### config.mk
export PLATFORM = sky130hd
export DESIGN_NAME = pos_axis_reg
export DESIGN_NICKNAME = d
export VERILOG_FILES = /design/src/rtl/pos_pkg.sv /design/src/rtl/pos_step_calc.sv /design/src/rtl/pos_axis_reg.sv
export SDC_FILE = /design/constraint.sdc
export NUM_CORES = 1
export LEC_CHECK = 0
export BUFFER_PORTS_ARGS = -buffer_cell sky130_fd_sc_hd__buf_2
export CORE_AREA = 2 2 75 77
export DETAILED_ROUTE_END_ITERATION = 10
export DIE_AREA = 0 0 77 79
export PLACE_DENSITY = 0.8
export SKIP_LAST_GASP = 1
export SYNTH_ARGS = -nofsm -noshare
export SYNTH_HDL_FRONTEND = slang
export SYNTH_HIERARCHICAL = 1
export SYNTH_SLANG_ARGS = --single-unit
### constraint.sdc
create_clock -name clock -period 5.5 [get_ports clock]
set_clock_uncertainty 0.05 [all_clocks]
set_input_delay 0.55 -clock clock [delete_from_list [all_inputs] [get_ports clock]]
set_output_delay 0.55 -clock clock [all_outputs]
set_load 0.005 [all_outputs]
### src/rtl/pos_pkg.sv
// Shared types and constants for the bounded position register family.
// Latency: none (declarations only).
// Backpressure: not applicable.
package pos_pkg;

  // Repeat state machine encoding
  typedef logic [1:0] state_t;
  localparam state_t ST_IDLE   = 2'd0;
  localparam state_t ST_DELAY  = 2'd1;
  localparam state_t ST_REPEAT = 2'd2;

  // Decoded movement direction
  typedef logic [1:0] dir_t;
  localparam dir_t DIR_NONE = 2'd0;
  localparam dir_t DIR_UP   = 2'd1;
  localparam dir_t DIR_DOWN = 2'd2;

  // Bound behaviour selector for the WRAP parameter
  localparam int MODE_CLAMP = 0;
  localparam int MODE_WRAP  = 1;

  // Repeat counter width: wide enough for max(delay, rate) - 1, never zero bits
  function automatic int cnt_width(input int delay_ticks, input int rate_ticks);
    int m;
    m = (delay_ticks > rate_ticks) ? delay_ticks : rate_ticks;
    return (m < 2) ? 1 : $clog2(m);
  endfunction

endpackage

### src/rtl/pos_step_calc.sv
// Next-position calculator: snap out-of-range pos, then clamp or wrap one step.
// Latency: purely combinational.
// Backpressure: none; result is valid whenever inputs are stable.
module pos_step_calc
  import pos_pkg::*;
#(
  parameter int WIDTH = 7,
  parameter int STEP  = 1,
  parameter int WRAP  = MODE_CLAMP
) (
  input  logic [WIDTH-1:0] pos,
  input  dir_t             dir,
  input  logic [WIDTH-1:0] lower_bound,
  input  logic [WIDTH-1:0] upper_bound,
  output logic [WIDTH-1:0] next_pos,
  output logic             changed
);

  // One extra bit so pos+STEP and lower+STEP never overflow before comparison
  localparam logic [WIDTH:0] STEP_X = (WIDTH+1)'(STEP);
  localparam logic [WIDTH:0] ONE_X  = (WIDTH+1)'(1);

  logic [WIDTH:0] pos_x;
  logic [WIDTH:0] lo_x;
  logic [WIDTH:0] hi_x;
  logic [WIDTH:0] up_x;
  logic [WIDTH:0] next_x;

  assign pos_x = {1'b0, pos};
  assign lo_x  = {1'b0, lower_bound};
  assign hi_x  = {1'b0, upper_bound};
  assign up_x  = pos_x + STEP_X;

  // Snap first if bounds moved underneath pos, otherwise take one step
  always_comb begin
    next_x = pos_x;
    if (dir == DIR_UP || dir == DIR_DOWN) begin
      if (pos_x < lo_x) begin
        next_x = lo_x;
      end else if (pos_x > hi_x) begin
        next_x = hi_x;
      end else if (dir == DIR_UP) begin
        if (up_x <= hi_x)
          next_x = up_x;
        else if (WRAP == MODE_WRAP)
          next_x = lo_x + (up_x - hi_x - ONE_X);
        else
          next_x = hi_x;
      end else begin
        // pos >= lower+STEP is the underflow-free form of pos-STEP >= lower
        if (pos_x >= lo_x + STEP_X)
          next_x = pos_x - STEP_X;
        else if (WRAP == MODE_WRAP)
          next_x = hi_x - (lo_x + STEP_X - pos_x - ONE_X);
        else
          next_x = lo_x;
      end
    end
  end

  assign next_pos = next_x[WIDTH-1:0];
  assign changed  = (next_x != pos_x);

endmodule

### src/rtl/pos_axis_reg.sv
// Bounded position register with tick-paced stepping, hold-to-repeat and load.
// Latency: pos and moved update one clock after the sampling edge.
// Backpressure: none; inc/dec are levels, only sampled on tick cycles.
module pos_axis_reg
  import pos_pkg::*;
#(
  parameter int WIDTH        = 7,
  parameter int STEP         = 1,
  parameter int WRAP         = MODE_CLAMP,
  parameter int INIT         = 0,
  parameter int REPEAT_DELAY = 4,
  parameter int REPEAT_RATE  = 2
) (
  input  logic             clock,
  input  logic             reset,
  input  logic [WIDTH-1:0] lower_bound,
  input  logic [WIDTH-1:0] upper_bound,
  input  logic             tick,
  input  logic             inc,
  input  logic             dec,
  input  logic             load,
  input  logic [WIDTH-1:0] load_value,
  output logic [WIDTH-1:0] pos,
  output logic             at_lower,
  output logic             at_upper,
  output logic             moved
);

  localparam int             CW         = cnt_width(REPEAT_DELAY, REPEAT_RATE);
  localparam logic [CW-1:0]  DELAY_LOAD = CW'(REPEAT_DELAY - 1);
  localparam logic [CW-1:0]  RATE_LOAD  = CW'(REPEAT_RATE - 1);
  localparam logic [WIDTH-1:0] INIT_POS = WIDTH'(INIT);

  state_t          state;
  state_t          state_nxt;
  dir_t            dir;
  dir_t            last_dir;
  dir_t            last_dir_nxt;
  logic [CW-1:0]   cnt;
  logic [CW-1:0]   cnt_nxt;
  logic            do_step;
  logic [WIDTH-1:0] step_pos;
  logic            step_changed;
  logic [WIDTH-1:0] load_pos;

  // Decode the level inputs; both pressed cancels out
  always_comb begin
    dir = DIR_NONE;
    if (inc && !dec)
      dir = DIR_UP;
    else if (dec && !inc)
      dir = DIR_DOWN;
  end

  pos_step_calc #(
    .WIDTH (WIDTH),
    .STEP  (STEP),
    .WRAP  (WRAP)
  ) u_step (
    .pos         (pos),
    .dir         (last_dir_nxt),
    .lower_bound (lower_bound),
    .upper_bound (upper_bound),
    .next_pos    (step_pos),
    .changed     (step_changed)
  );

  // Loaded value is forced inside the current bounds
  always_comb begin
    load_pos = load_value;
    if (load_value < lower_bound)
      load_pos = lower_bound;
    else if (load_value > upper_bound)
      load_pos = upper_bound;
  end

  // Repeat FSM: first press steps at once, then waits DELAY, then steps every RATE
  always_comb begin
    state_nxt    = state;
    cnt_nxt      = cnt;
    last_dir_nxt = last_dir;
    do_step      = 1'b0;
    if (tick) begin
      if (dir == DIR_NONE) begin
        state_nxt = ST_IDLE;
      end else if (state == ST_IDLE || dir != last_dir) begin
        do_step      = 1'b1;
        last_dir_nxt = dir;
        cnt_nxt      = DELAY_LOAD;
        state_nxt    = ST_DELAY;
      end else if (cnt != '0) begin
        cnt_nxt = cnt - 1'b1;
      end else begin
        do_step   = 1'b1;
        cnt_nxt   = RATE_LOAD;
        state_nxt = ST_REPEAT;
      end
    end
  end

  // State, position and moved pulse; load overrides any stepping
  always_ff @(posedge clock or posedge reset) begin
    if (reset) begin
      pos      <= INIT_POS;
      state    <= ST_IDLE;
      cnt      <= '0;
      last_dir <= DIR_NONE;
      moved    <= 1'b0;
    end else if (load) begin
      pos      <= load_pos;
      state    <= ST_IDLE;
      moved    <= 1'b0;
    end else begin
      state    <= state_nxt;
      cnt      <= cnt_nxt;
      last_dir <= last_dir_nxt;
      moved    <= do_step && step_changed;
      if (do_step)
        pos <= step_pos;
    end
  end

  assign at_lower = (pos == lower_bound);
  assign at_upper = (pos == upper_bound);

endmodule

==> impl_metrics.json <==
{
  "outcome": "finished clean",
  "seqPwrFrac": 0.183,
  "cp_data_arrival_time_ns": 4.47,
  "numCtsBuffers": 3,
  "initial_core_util": 0.576,
  "yosys.area.top_type": "ha_1",
  "wl_um": 9530,
  "ys.flop_type": "dfrtp_1",
  "rows": 27,
  "ys_top_cells_by_count": "47 x ha_1, 35 x inv_1, 31 x nand2_1",
  "nets": 501,
  "synth.most_common_cell": "ha_1",
  "syn_nets": 470,
  "cts-root-buf": "clkbuf_8",
  "clk_pin_slew_worst_paths_ns": 0.05,
  "vias_per_cell": 6.65,
  "die_x_um": 77,
  "power_switching_w": 0.000467,
  "io_pins": 37,
  "drive_gt1_frac": 0.162,
  "crit_slowest_cell": "or4_1",
  "p_int_w": 0.000430,
  "seq_area_frac_synth": 0.114,
  "area_growth_pct": 9.08,
  "antenna_found_initial": 0,
  "cts_num_sinks": 14,
  "crit_fanout": 11,
  "clock_latency_ns": 0.24,
  "fmax_ghz": 0.227,
  "synthMuxAreaShare": 0.0798,
  "dieArea_um2": 6080,
  "async_reset_ff_frac": 1.00,
  "drt_iter0_drc": 316,
  "ir_drop_mv": 0.207,
  "ys_seq_elements": 14,
  "critPathLaunchType": "flip-flop",
  "drc_errors": 0,
  "gp_congestion": 1.06,
  "synth_top_family_by_area": "compound AO/OA/AOI/OAI gates",
  "first_global_vias": 3084,
  "cts_setup_buffers": 0,
  "power_density_nw_per_um2": 267,
  "syn_area_per_cell_um2": 7.76,
  "drtPass1Iterations": 9,
  "post_cts_resized": 0,
  "vias": 3307,
  "hold_violations": 0,
  "worst_pin_slew_ns": 0.719,
  "die_height_um": 79,
  "antenna_left": 0,
  "clockPowerShare": 0.090,
  "cts.path.max_buffers": 2,
  "reg2reg_depth": 15,
  "cp_num_buf_inv": 0,
  "max_slew_margin": 0.521,
  "overflow": 0,
  "combPwrFrac": 0.727,
  "dpl_cell_area_um2": 3310,
  "path_delay_family": "simple AND/OR/NAND/NOR gates",
  "crit_start": "pos[0]",
  "r2r-start": "pos[0]",
  "setup_violations": 0,
  "grt_use_total": 0.312,
  "synth_cell_types": 63,
  "synthXorXnorAreaFrac": 0.0855,
  "wl_per_cell_um": 19.2,
  "place_inst": 494,
  "cp_common_cell": "or4_1",
  "cp.required_ns": 5.58,
  "stdcell_count": 497,
  "synthCells": 396,
  "period_needed_ns": 4.40,
  "final_area_um2": 3350,
  "fin_crit_sh": 0.800,
  "leakage_nw": 1.59,
  "diodes": 0,
  "synth_compound_area_frac": 0.251,
  "path_class": "flip-flop to flip-flop",
  "portBuffers": 36,
  "yosysTopAreaCellShare": 0.191,
  "max_stage_delay_ns": 0.55,
  "slew_viol_final": 0,
  "h-tree-depth": 1,
  "grt_pass1_wl_um": 15200,
  "core-area_um2": 5340,
  "rsz0062_at_grt": "no",
  "cp_cell_sequence": "ha_1 > and3_1 > nand3_1 > xnor2_1 > ha_1 > nand3_2 > or4_1 > o21a_1 > or4_1 > o31ai_1 > o31ai_1 > a22oi_1 > a41oi_1 > or4_1 > o211a_1",
  "setup_tns_ns": 0,
  "ys_top_cells_by_area": "ha_1 19%, dfrtp_1 11%, mux2i_1 6.5%",
  "tritoncts": "yes",
  "maxCapViolCount": 0,
  "min_path_type": "primary input to asynchronous set/reset pin",
  "post-dp-hpwl_um": 7280,
  "ys_warn_count": 6,
  "holdBufCountCts": 0,
  "endpoint_kind": "flip-flop",
  "synth_adder_area_share": 0.191,
  "synth-simple-area-share": 0.209,
  "p_sw_frac": 0.521,
  "grt_max_degree": 21,
  "path_depth": 15,
  "synth_enable_flop_cells": 0,
  "syn_area_um2": 3070
}
## cells in the final DEF (no fill, tap or decap), drive strengths merged, types with 3 or more instances in the layout
cell type and n:
ha 47, buf 41, inv 37, nand2 31
a21oi 30, nand3 23, o21ai 22, mux2i 20
xnor2 20, nor2 17, dfrtp 14, xor2 10
o221ai 9, nand4 7, o211ai 7, nor2b 5
a22oi 5, nor3 5, or4 5, o31ai 5
nor4 5, mux2 4, nand2b 4, a211oi 4
o21a 3, o22ai 3, clkbuf 3, nor3b 3
or2 3, a211o 3, or3 3, a21boi 3
## power groups by stage
stage	clock (W)	sequential [W]	combinational (W)
2_1_floorplan	0	0.000153	0.000471
6_report	0.0000809	0.000164	0.000651
5_1_grt	0.0000854	0.000167	0.000713
3_5_place_dp	0	0.000165	0.000630
4_1_cts	0.0000813	0.000163	0.000635
3_3_place_gp	0	0.000164	0.000617
## registers in the layout (all words and copies together) (netlist names)
signal,count
pos,7
cnt,2
last_dir,2
state,2
moved,1
## final timing paths
kind                          endpoint  slack, ns
hold reg to reg            last_dir[0]       0.49
hold / removal             last_dir[1]       0.29
min in group clock         last_dir[0]       0.49
setup / recovery                 moved       1.10
setup reg to reg                 moved       1.10
max in group asynchronous       pos[2]       4.76
## metal layers
layer,part of all wire,vias up,wire (um),GRT usage
li1,-,1534,-,-
met1,0.43,1564,4110,0.411
met2,0.46,181,4420,0.541
met3,0.073,28,700,0.0284
met4,0.031,0,299,0.100
met5,0,-,0,0
## cell families (layout without fill, tap and decap cells)
kind of cell               Yosys count  count (layout)
AOI/OAI and AO/OA                  109             109
DFF                                 14              14
xor gates and xnor gates            30              30
adders and majority gates           47              47
buffers and inverters               53              82
and+or+nand+nor                    119             119
muxes                               24              24
## final cells by class
cell class	count	area (um2)
Timing Repair Buffer	41	218
Sequential cell	14	350
Tap cell	72	90.1
Fill cell	510	1990
Multi-Input combinational cell	329	2510
Clock buffer	3	41.3
Inverter	38	143
## stage by stage
step	utilization	setup WS [ns]	hold WS [ns]	power, W
CTS	0.628	1.16	0.303	0.000880
detailed placement	0.620	1.18	0.468	0.000794
floorplan	-	1.52	0.389	0.000624
global placement	0.620	1.27	0.445	0.000780
finish	0.628	1.10	0.290	0.000896
global route	0.628	0.871	0.348	0.000965
Note: power is estimated with default switching activity, not from simulation.
